`config.mk`:
```
export PLATFORM = sky130hd
export DESIGN_NAME = rgmii_rx_frame_flat
export DESIGN_NICKNAME = d
export VERILOG_FILES = /design/src/rtl/rgmii_rx_frame_if.sv /design/src/rtl/rgmii_rx_frame.sv /design/src/flat_wrapper.sv
export SDC_FILE = /design/constraint.sdc
export NUM_CORES = 1
export LEC_CHECK = 0
export ABC_CLOCK_PERIOD_IN_PS = 7330
export BUFFER_PORTS_ARGS = -buffer_cell sky130_fd_sc_hd__buf_2
export CORE_MARGIN = 2
export CORE_UTILIZATION = 60
export DETAILED_ROUTE_END_ITERATION = 12
export PLACE_DENSITY = 0.93
export SETUP_SLACK_MARGIN = 0.15
export SYNTH_ARGS = -nofsm -noshare
export SYNTH_HDL_FRONTEND = slang
export SYNTH_SLANG_ARGS = --single-unit
export TNS_END_PERCENT = 30
```
`constraint.sdc`:
```
create_clock -name gmii_rx_clk -period 7.33 [get_ports gmii_rx_clk]
set_input_delay 1.0995 -clock gmii_rx_clk [delete_from_list [all_inputs] [get_ports gmii_rx_clk]]
set_output_delay 1.0995 -clock gmii_rx_clk [all_outputs]
set_load 0.01 [all_outputs]
```
`src/rtl/rgmii_rx_frame_if.sv`:
```
// Bundle of RGMII receive inputs and decoded GMII / frame / status outputs.
// The master drives the realigned RGMII samples; the slave (the decoder) drives everything else.
// Handshake: frame_valid is a one-cycle strobe per payload byte with no ready signal.
// The consumer must take every frame_valid cycle. frame_sop, frame_eop, frame_err and frame_len
// are qualified by frame_valid; frame_err and frame_len are meaningful only with frame_eop.
interface rgmii_rx_frame_if;
    logic [3:0]  rx_data_rise;
    logic [3:0]  rx_data_fall;
    logic        rx_ctl_rise;
    logic        rx_ctl_fall;
    logic        gmii_rx_dv;
    logic        gmii_rx_er;
    logic [7:0]  gmii_rx_data;
    logic        frame_valid;
    logic [7:0]  frame_data;
    logic        frame_sop;
    logic        frame_eop;
    logic        frame_err;
    logic [15:0] frame_len;
    logic        link_up;
    logic [1:0]  link_speed;
    logic        full_duplex;
    logic [15:0] drop_cnt;

    modport master (
        output rx_data_rise, rx_data_fall, rx_ctl_rise, rx_ctl_fall,
        input  gmii_rx_dv, gmii_rx_er, gmii_rx_data,
        input  frame_valid, frame_data, frame_sop, frame_eop, frame_err, frame_len,
        input  link_up, link_speed, full_duplex, drop_cnt
    );

    modport slave (
        input  rx_data_rise, rx_data_fall, rx_ctl_rise, rx_ctl_fall,
        output gmii_rx_dv, gmii_rx_er, gmii_rx_data,
        output frame_valid, frame_data, frame_sop, frame_eop, frame_err, frame_len,
        output link_up, link_speed, full_duplex, drop_cnt
    );
endinterface

```
`src/rtl/rgmii_rx_frame.sv`:
```
// RGMII receive decoder: rebuilds GMII bytes, strips preamble/SFD, delimits payload with
// SOP/EOP through a one-byte hold register, measures length, flags errors, counts dropped
// frames and tracks in-band link status. Everything runs on the rising edge of gmii_rx_clk.
module rgmii_rx_frame #(
    parameter int MIN_PREAMBLE = 1,
    parameter int MAX_FRAME    = 1522
) (
    input  logic            gmii_rx_clk,
    input  logic            sys_rst,
    rgmii_rx_frame_if.slave bus,
    output logic [1:0]      fsm_state_o
);
    typedef enum logic [1:0] {
        S_IDLE     = 2'd0,
        S_PREAMBLE = 2'd1,
        S_PAYLOAD  = 2'd2,
        S_DROP     = 2'd3
    } state_t;

    localparam logic [2:0]  MIN_PRE = 3'(MIN_PREAMBLE);
    localparam logic [15:0] MAX_LEN = 16'(MAX_FRAME);

    // Stage 1 decoded GMII
    logic       s1_dv_q, s1_er_q;
    logic [7:0] s1_data_q;
    // In-band status nibble
    logic [3:0] status_q;

    // Frame FSM state
    state_t      state_q, state_d;
    logic [2:0]  pre_cnt_q, pre_cnt_d;
    logic [15:0] len_q, len_d, len_inc;
    logic        err_q, err_d;
    logic [7:0]  hold_q, hold_d;
    logic        hold_vld_q, hold_vld_d;
    logic        first_q, first_d;
    logic [15:0] drop_q, drop_d;
    logic        drop_inc;

    // Registered frame outputs
    logic        fv_q, fv_d;
    logic [7:0]  fd_q, fd_d;
    logic        fsop_q, fsop_d;
    logic        feop_q, feop_d;
    logic        ferr_q, ferr_d;
    logic [15:0] flen_q, flen_d;

    // Stage 1: rebuild the byte and decode DV/ER from the two RX_CTL samples.
    always_ff @(posedge gmii_rx_clk) begin
        if (sys_rst) begin
            s1_dv_q   <= 1'b0;
            s1_er_q   <= 1'b0;
            s1_data_q <= 8'h00;
        end else begin
            s1_dv_q   <= bus.rx_ctl_rise;
            s1_er_q   <= bus.rx_ctl_rise ^ bus.rx_ctl_fall;
            s1_data_q <= {bus.rx_data_fall, bus.rx_data_rise};
        end
    end

    // Capture in-band status only from clean idle samples whose two nibbles agree.
    always_ff @(posedge gmii_rx_clk) begin
        if (sys_rst) begin
            status_q <= 4'h0;
        end else if (!s1_dv_q && !s1_er_q && (s1_data_q[3:0] == s1_data_q[7:4])) begin
            status_q <= s1_data_q[3:0];
        end
    end

    // Frame FSM next state; a payload byte is released only once the next sample is seen,
    // so the last byte can be tagged EOP when dv drops.
    always_comb begin
        state_d    = state_q;
        pre_cnt_d  = pre_cnt_q;
        len_d      = len_q;
        err_d      = err_q;
        hold_d     = hold_q;
        hold_vld_d = hold_vld_q;
        first_d    = first_q;
        fv_d       = 1'b0;
        fd_d       = 8'h00;
        fsop_d     = 1'b0;
        feop_d     = 1'b0;
        ferr_d     = 1'b0;
        flen_d     = 16'h0000;
        drop_inc   = 1'b0;
        len_inc    = (len_q == 16'hFFFF) ? len_q : len_q + 16'd1;

        case (state_q)
            S_IDLE: begin
                if (s1_dv_q) begin
                    if (s1_er_q || (s1_data_q != 8'h55)) begin
                        state_d  = S_DROP;
                        drop_inc = 1'b1;
                    end else begin
                        state_d   = S_PREAMBLE;
                        pre_cnt_d = 3'd1;
                    end
                end
            end
            S_PREAMBLE: begin
                if (!s1_dv_q) begin
                    state_d = S_IDLE;
                end else if (s1_er_q) begin
                    state_d  = S_DROP;
                    drop_inc = 1'b1;
                end else if (s1_data_q == 8'h55) begin
                    pre_cnt_d = (pre_cnt_q == 3'd7) ? pre_cnt_q : pre_cnt_q + 3'd1;
                end else if ((s1_data_q == 8'hD5) && (pre_cnt_q >= MIN_PRE)) begin
                    state_d    = S_PAYLOAD;
                    len_d      = 16'h0000;
                    err_d      = 1'b0;
                    hold_vld_d = 1'b0;
                    first_d    = 1'b1;
                end else begin
                    state_d  = S_DROP;
                    drop_inc = 1'b1;
                end
            end
            S_PAYLOAD: begin
                if (s1_dv_q) begin
                    hold_d     = s1_data_q;
                    hold_vld_d = 1'b1;
                    len_d      = len_inc;
                    err_d      = err_q | s1_er_q | (len_inc > MAX_LEN);
                    if (hold_vld_q) begin
                        fv_d    = 1'b1;
                        fd_d    = hold_q;
                        fsop_d  = first_q;
                        first_d = 1'b0;
                    end
                end else begin
                    state_d    = S_IDLE;
                    hold_vld_d = 1'b0;
                    if (hold_vld_q) begin
                        fv_d   = 1'b1;
                        fd_d   = hold_q;
                        fsop_d = first_q;
                        feop_d = 1'b1;
                        ferr_d = err_q;
                        flen_d = len_q;
                    end else begin
                        drop_inc = 1'b1;
                    end
                end
            end
            S_DROP: begin
                if (!s1_dv_q) begin
                    state_d = S_IDLE;
                end
            end
            default: state_d = S_IDLE;
        endcase

        drop_d = (drop_inc && (drop_q != 16'hFFFF)) ? drop_q + 16'd1 : drop_q;
    end

    // Frame FSM state, counters and output registers.
    always_ff @(posedge gmii_rx_clk) begin
        if (sys_rst) begin
            state_q    <= S_IDLE;
            pre_cnt_q  <= 3'd0;
            len_q      <= 16'h0000;
            err_q      <= 1'b0;
            hold_q     <= 8'h00;
            hold_vld_q <= 1'b0;
            first_q    <= 1'b0;
            drop_q     <= 16'h0000;
            fv_q       <= 1'b0;
            fd_q       <= 8'h00;
            fsop_q     <= 1'b0;
            feop_q     <= 1'b0;
            ferr_q     <= 1'b0;
            flen_q     <= 16'h0000;
        end else begin
            state_q    <= state_d;
            pre_cnt_q  <= pre_cnt_d;
            len_q      <= len_d;
            err_q      <= err_d;
            hold_q     <= hold_d;
            hold_vld_q <= hold_vld_d;
            first_q    <= first_d;
            drop_q     <= drop_d;
            fv_q       <= fv_d;
            fd_q       <= fd_d;
            fsop_q     <= fsop_d;
            feop_q     <= feop_d;
            ferr_q     <= ferr_d;
            flen_q     <= flen_d;
        end
    end

    assign bus.gmii_rx_dv   = s1_dv_q;
    assign bus.gmii_rx_er   = s1_er_q;
    assign bus.gmii_rx_data = s1_data_q;
    assign bus.frame_valid  = fv_q;
    assign bus.frame_data   = fd_q;
    assign bus.frame_sop    = fsop_q;
    assign bus.frame_eop    = feop_q;
    assign bus.frame_err    = ferr_q;
    assign bus.frame_len    = flen_q;
    assign bus.link_up      = status_q[0];
    assign bus.link_speed   = status_q[2:1];
    assign bus.full_duplex  = status_q[3];
    assign bus.drop_cnt     = drop_q;
    assign fsm_state_o      = state_q;
endmodule

```
`src/flat_wrapper.sv`:
```
// flat-port wrapper written by rule: the top's interface ports become plain ports
module rgmii_rx_frame_flat 
#(
    parameter int MIN_PREAMBLE = 1,
    parameter int MAX_FRAME    = 1522
)
  (gmii_rx_clk, sys_rst, fsm_state_o, bus_rx_data_rise, bus_rx_data_fall, bus_rx_ctl_rise, bus_rx_ctl_fall, bus_gmii_rx_dv, bus_gmii_rx_er, bus_gmii_rx_data, bus_frame_valid, bus_frame_data, bus_frame_sop, bus_frame_eop, bus_frame_err, bus_frame_len, bus_link_up, bus_link_speed, bus_full_duplex, bus_drop_cnt);
  rgmii_rx_frame_if bus_i ();
  input  logic gmii_rx_clk;
  input  logic sys_rst;
  output logic [1:0] fsm_state_o;
  input wire logic [$bits(bus_i.rx_data_rise)-1:0] bus_rx_data_rise;
  input wire logic [$bits(bus_i.rx_data_fall)-1:0] bus_rx_data_fall;
  input wire logic [$bits(bus_i.rx_ctl_rise)-1:0] bus_rx_ctl_rise;
  input wire logic [$bits(bus_i.rx_ctl_fall)-1:0] bus_rx_ctl_fall;
  output wire logic [$bits(bus_i.gmii_rx_dv)-1:0] bus_gmii_rx_dv;
  output wire logic [$bits(bus_i.gmii_rx_er)-1:0] bus_gmii_rx_er;
  output wire logic [$bits(bus_i.gmii_rx_data)-1:0] bus_gmii_rx_data;
  output wire logic [$bits(bus_i.frame_valid)-1:0] bus_frame_valid;
  output wire logic [$bits(bus_i.frame_data)-1:0] bus_frame_data;
  output wire logic [$bits(bus_i.frame_sop)-1:0] bus_frame_sop;
  output wire logic [$bits(bus_i.frame_eop)-1:0] bus_frame_eop;
  output wire logic [$bits(bus_i.frame_err)-1:0] bus_frame_err;
  output wire logic [$bits(bus_i.frame_len)-1:0] bus_frame_len;
  output wire logic [$bits(bus_i.link_up)-1:0] bus_link_up;
  output wire logic [$bits(bus_i.link_speed)-1:0] bus_link_speed;
  output wire logic [$bits(bus_i.full_duplex)-1:0] bus_full_duplex;
  output wire logic [$bits(bus_i.drop_cnt)-1:0] bus_drop_cnt;
  assign bus_i.rx_data_rise = bus_rx_data_rise;
  assign bus_i.rx_data_fall = bus_rx_data_fall;
  assign bus_i.rx_ctl_rise = bus_rx_ctl_rise;
  assign bus_i.rx_ctl_fall = bus_rx_ctl_fall;
  assign bus_gmii_rx_dv = bus_i.gmii_rx_dv;
  assign bus_gmii_rx_er = bus_i.gmii_rx_er;
  assign bus_gmii_rx_data = bus_i.gmii_rx_data;
  assign bus_frame_valid = bus_i.frame_valid;
  assign bus_frame_data = bus_i.frame_data;
  assign bus_frame_sop = bus_i.frame_sop;
  assign bus_frame_eop = bus_i.frame_eop;
  assign bus_frame_err = bus_i.frame_err;
  assign bus_frame_len = bus_i.frame_len;
  assign bus_link_up = bus_i.link_up;
  assign bus_link_speed = bus_i.link_speed;
  assign bus_full_duplex = bus_i.full_duplex;
  assign bus_drop_cnt = bus_i.drop_cnt;
  rgmii_rx_frame #(.MIN_PREAMBLE(MIN_PREAMBLE), .MAX_FRAME(MAX_FRAME)) u_core (.gmii_rx_clk(gmii_rx_clk), .sys_rst(sys_rst), .bus(bus_i), .fsm_state_o(fsm_state_o));
endmodule
```
======== Word-level counts from Yosys, hierarchy flattened ========
Cells that the tools add are included.
storage, ports and cells
  bits in registers ....................... 90
  bits in latches ......................... 0
  RAM bits ................................ 0
  ROM bits ................................ 0
  input port bits ......................... 12
  output and inout bits ................... 60
  word-level logic and storage cells ...... 118
  memories kept ........................... 0
cells by class
  add/sub/neg operators ................... 3
  multipliers ............................. 0
  div/mod/pow operators ................... 0
  order comparisons ....................... 2
  equal/unequal tests ..................... 22
  shifts and indexed selects .............. 0
  multiplexer cells ....................... 47
  bitwise logic cells ..................... 5
  reductions and logical operators ........ 21
operator list
  cell                   count
  $mux 16                6
  $add 16x1->16 const B  2
  $pmux 16 s2            1
  $mux 1                 22
  $mux 3                 6
  $eq 16x16->1 const B   1
  $gt 16x11->1 const B   1
  $ne 16x16->1 const B   1
  $reduce_and 7->1       2
  $mux 2                 6
  $ne 2x1->1 const B     6
  $ne 2x2->1 const B     5
  $eq 8x7->1 const B     1
  $eq 8x8->1 const B     1
  $ne 8x7->1 const B     1
  $pmux 1 s2             3
  $pmux 2 s3             1
  $pmux 3 s2             1
  $reduce_and 6->1       1
  $reduce_or 3->1        2
  $reduce_and 5->1       1
  $eq 2x2->1 const B     2
  $eq 4x4->1             1
  $logic_and 1x1->1      4
  17 further kinds       22

======== Depth between registers and ports, before layout ========
  depth in word-level cells ............... 8
  gate-level depth with buffers ........... 9
  mapped depth without buffers ............ 8

======== Worst setup path after synthesis ========
No wires, ideal clock.
  path type ............................... register -> register
  from .................................... register u_core.len_q[0]
  to ...................................... register u_core.err_q
  library setup time ...................... 58 ps
  data arrival time ....................... 2396 ps
  required time ........................... 7272 ps
  path slack .............................. 4876 ps
  cell stages (with the launch flop) ...... 8
  cell sequence ........................... dfxtp_1 > ha_1 > nand4_1 > nor3_1 > a311oi_1 > or4_1 > a2111oi_0 > a211o_1
between the ends
  longest elaborated chain between the ends .. 6
ends and longest elaborated chain
  element                                        line                   source
  start: declaration                             rgmii_rx_frame.sv:32   logic [15:0] len_q, len_d, len_inc;
  start signal: assignment                       rgmii_rx_frame.sv:178  len_q <= len_d;
  $add 16x1->16 or $eq 16x16->1 (tied branches)  rgmii_rx_frame.sv:87   len_inc = (len_q == 16'hFFFF) ? len_q : len_q + 16'd1;
  $mux 16 *                                      rgmii_rx_frame.sv:87
  $gt 16x11->1 *                                 rgmii_rx_frame.sv:125  err_d = err_q | s1_er_q | (len_inc > MAX_LEN);
  $or 1x1->1 *                                   rgmii_rx_frame.sv:125
  $mux 1 *                                       rgmii_rx_frame.sv:121  if (s1_dv_q) begin
  $pmux 1 s2 *                                   rgmii_rx_frame.sv:89   case (state_q)
  end signal: assignment                         rgmii_rx_frame.sv:179  err_q <= err_d;
  end: declaration                               rgmii_rx_frame.sv:33   logic err_q, err_d;
Every way passes the cells marked *; elsewhere a longest branch is shown, timed or not. The select of a mux whose other input is x is not followed.
A chain may end at the register's enable or synchronous reset.

======== Worst setup path after layout ========
  from .................................... register u_core.state_q[1], in the netlist u_core.fsm_state_o[1]
  to ...................................... register u_core.err_q
between the ends
  longest elaborated chain between the ends .. 3
ends and longest elaborated chain
  element                                                    line                   source
  start: declaration                                         rgmii_rx_frame.sv:30   state_t state_q, state_d;
  start signal: assignment                                   rgmii_rx_frame.sv:176  state_q <= state_d;
  $eq 2x2->1 or $eq 2x1->1 (tied branches)                   rgmii_rx_frame.sv:89
  $ne 2x1->1 (no source line), or another cell as far along  n/a
  $reduce_and 6->1 (no source line)                          n/a
Several ways; a longest one is shown, not always the timed one.

==> run summary <==
Worst Hold Depth = 2
Port Buf Inserts = 71
Ratio of final minimum period to clock period = 0.406
Min cycle time layout = 2.97 ns
CTS max path bufs = 2
Power density over the cells = 205 nW/µm²
Final global-route overflow total = 0
Maximum number of pins on one net before global-route repair = 67
Reg-to-reg startpoint = u_core.fsm_state_o[1]
Root Buffer Master = sky130_fd_sc_hd__clkbuf_8
Worst hold slack = 0.464 ns
Critical Path Start Type = register
Maximum ir drop on the vdd rail = 0.000146 V
Data required, critical path = 7.65 ns
Detailed-route wire length = 9.12 mm
Routed vias = 3613
Crit Reg-Reg Endpoint = u_core.err_q
Cell-by-cell trace of the critical path = ha_1 -> nand2_1 -> a21oi_1 -> o211ai_1 -> a2111oi_0 -> a211o_1
Detailed-routing iteration count for the pre-antenna-repair pass = 5
Hold-fix buffer count after cts = 0
DRT met1 WL = 3.83 mm
Top metal layer carrying routed signals = met4
Share of the synthesized area in the top cell type = 0.451
Overall die width = 85.6 µm
Weighted congestion reported at the end of routability-driven placement = 0.993
Layout Nets = 540
Flip-flop cell with the highest count after synthesis = sky130_fd_sc_hd__dfxtp_1
Leakage power of the design = 0.00184 µW
Share of synthesized flip-flops with an asynchronous set or reset = 0
Site Rows = 29
Sequential cell area fraction in the yosys report = 0.451
Worst endpoint data arrival time = 3.30 ns
Insertion delay of the later-clocked pin in the worst-skew pair = 0.38 ns
Met3 wire len = 655 µm
Count of clock tree sinks = 90
Antenna diode instance count = 0
ANT nets after route = 0
Detailed-route DRC error count = 0
Logic depth of the worst register-to-register path = 6
Quantity of gates resized following cts = 0
Cell type contributing the most total cell area after synthesis = sky130_fd_sc_hd__dfxtp_1
Vias in the first global route = 3183
Post CTS Setup Buffer Count = 0
Post-place instance area = 4330 µm²
WL/cell = 15.2 µm
Slowest-stage cell, CP = sky130_fd_sc_hd__a21oi_1
Chip height = 85.6 µm
Setup repair after global routing missed its margin = false
Warnings, synthesis = 0
Post-synthesis sequential element count = 90
Gate count of the mapped netlist = 459
Count of final setup violators = 0
Synth-to-Final Area Change = 13.3%
Final setup TNS = 0 ns
Synthesized area divided by synthesized cell count = 8.70 µm²
WL met2 = 4.44 mm
H-tree levels = 3
Initial core utilization = 0.625
Setup Skew = 0.0153 ns
Actual slew at the worst max-slew pin = 1.27 ns
Worst reg2reg setup slack = 4.36 ns
Global-route wire length before repair = 14.8 mm
Ranking of synthesized cells by area = sky130_fd_sc_hd__dfxtp_1 45%, sky130_fd_sc_hd__nor2_1 4.6%, sky130_fd_sc_hd__and2_1 4.5%
Kind of critical path = register to register
Most common cell after layout, fill and taps aside = sky130_fd_sc_hd__dfxtp_1
Number of synthesized flops with an enable pin = 0
Post-route cell area = 4520 µm²
TritonCTS clock tree = built
Num CTS Buffers = 9
Initial antenna violation count = 0
Max stage delay on crit path = 0.82 ns
HPWL after detailed placement = 6.28 mm
Family with the most delay on the worst path = compound AO/OA/AOI/OAI gates
Run status = complete, no violations
I/O pin total = 72
Post-Syn Nets = 481
Critical Path End Type = register
Initial DRC count = 388
Area inside the core boundary = 6390 µm²
Maximum capacitance violations = 0
Area of the die = 7320 µm²
Clock slew seen by the registers of the worst setup and hold paths = 0.10 ns
Post-synthesis instance area = 3990 µm²
Worst hold path class = register to register
Worst hold path endpoint = u_core.hold_q[1]
Unique masters post-synth = 61
Max Clock Freq = 336 MHz
Most frequent cells in the layout = 90 x sky130_fd_sc_hd__dfxtp_1, 71 x sky130_fd_sc_hd__buf_2, 49 x sky130_fd_sc_hd__nor2_1
Global Route Usage Sum = 0.251
Headroom to the max-slew limit = 0.152
Sum of buffers and inverters on the critical path = 0
Post-detailed-route via-to-cell ratio = 6.02
Endpoints failing hold = 0
Start point of the worst hold path = u_core.hold_q[1]
Final number of max-transition violations = 0
Worst Path Max Fanout = 15
Filler instances = 496
Proportion of layout cells with a drive suffix above 1 = 0.195
## Yosys cell counts, types with 3 or more instances
library cell / count
sky130_fd_sc_hd__xnor2_1: 15
sky130_fd_sc_hd__and2_2: 3
sky130_fd_sc_hd__ha_1: 10
sky130_fd_sc_hd__a21oi_1: 34
sky130_fd_sc_hd__nor2b_1: 9
sky130_fd_sc_hd__buf_2: 6
sky130_fd_sc_hd__nand4b_1: 3
sky130_fd_sc_hd__o211ai_1: 5
sky130_fd_sc_hd__mux2i_1: 7
sky130_fd_sc_hd__nor3_1: 19
sky130_fd_sc_hd__clkbuf_1: 15
sky130_fd_sc_hd__dfxtp_1: 90
sky130_fd_sc_hd__and3_1: 4
sky130_fd_sc_hd__nand2_1: 44
sky130_fd_sc_hd__inv_1: 11
sky130_fd_sc_hd__nand3_1: 11
sky130_fd_sc_hd__a21o_1: 3
sky130_fd_sc_hd__o21ai_0: 15
sky130_fd_sc_hd__nand4_1: 7
sky130_fd_sc_hd__nand2b_1: 3
sky130_fd_sc_hd__and4_1: 4
sky130_fd_sc_hd__or4_1: 3
sky130_fd_sc_hd__a311oi_1: 5
sky130_fd_sc_hd__nor2_1: 49
sky130_fd_sc_hd__and2_1: 29
sky130_fd_sc_hd__a31oi_1: 6
sky130_fd_sc_hd__nor4_1: 4
sky130_fd_sc_hd__or3_1: 3
## metrics by stage
| step | cells | total power, µW | utilization | worst slack [ns] |
|---|---|---|---|---|
| 6_report | 600 | 929 | 0.708 | 4.36 |
| 3_3_place_gp | 584 | 602 | 0.678 | 4.63 |
| 4_1_cts | 600 | 932 | 0.708 | 4.42 |
| 5_1_grt | 600 | 961 | 0.708 | 4.10 |
| 3_5_place_dp | 584 | 607 | 0.678 | 4.44 |
| 2_1_floorplan | 459 | 582 | - | 4.88 |
## worst max-delay path by stage
stage | startpoint | to | slack (ns) | cells after the start
4_1_cts | u_core.fsm_state_o[1] | u_core.err_q | 4.42 | 6
5_1_grt | u_core.fsm_state_o[1] | u_core.err_q | 4.10 | 6
6_report | u_core.fsm_state_o[1] | u_core.err_q | 4.36 | 6
2_1_floorplan | u_core.len_q[0] | u_core.err_q | 4.88 | 7
3_5_place_dp | u_core.fsm_state_o[1] | u_core.bus.drop_cnt[12] | 4.44 | 8
3_3_place_gp | sys_rst | u_core.err_q | 4.63 | 6
## sequential cells by signal, summed over array words and instances (netlist names), 2 cells and up
name                     flops
u_core.bus.gmii_rx_data      8
u_core.bus.drop_cnt         16
u_core.status_q              4
u_core.len_q                16
u_core.bus.frame_data        8
u_core.hold_q                8
u_core.pre_cnt_q             3
u_core.bus.frame_len        16
u_core.fsm_state_o           2
## report_power, final
group,total [µW],internal (µW),switching [µW],leakage (µW)
logic,86.4,33.8,52.7,0.00102
clock network,332,140,192,0.0000934
registers,511,499,12.3,0.000728
## worst reg2reg max path: cells and delay by family (launching register included)
kind                     cells  cell delay [ns]
AO/OA/AOI/OAI                4             1.65
adder cells (fa/ha/maj)      1             0.48
flip-flops                   1             0.45
AND/OR/NAND/NOR              1             0.36
## logic make-up after synthesis
family,after synthesis,share of synthesized area
DFF,90,0.451
muxes,8,0.0204
buffers and inverters,36,0.0426
and+or+nand+nor,209,0.275
AOI/OAI and AO/OA,89,0.141
xor gates and xnor gates,16,0.0351
adders and majority gates,11,0.0339
## metal layers
| metal | vias up | global-route usage |
|---|---|---|
| li1 | 1727 | - |
| met1 | 1688 | 0.318 |
| met2 | 180 | 0.411 |
| met3 | 18 | 0.0452 |
| met4 | 0 | 0.130 |
| met5 | - | 0 |
## cell type report
cell class / instances / area [µm²] / area share
multi-input combinational: 333 / 2020 / 0.447
timing repair buffer: 73 / 370 / 0.0819
inverter: 11 / 41.3 / 0.00913
sequential: 90 / 1800 / 0.398
clock inverter: 6 / 55.1 / 0.0122
clock buffer: 10 / 138 / 0.0304
tap: 77 / 96.3 / 0.0213
No activity file was read; power rests on OpenSTA's default activity.
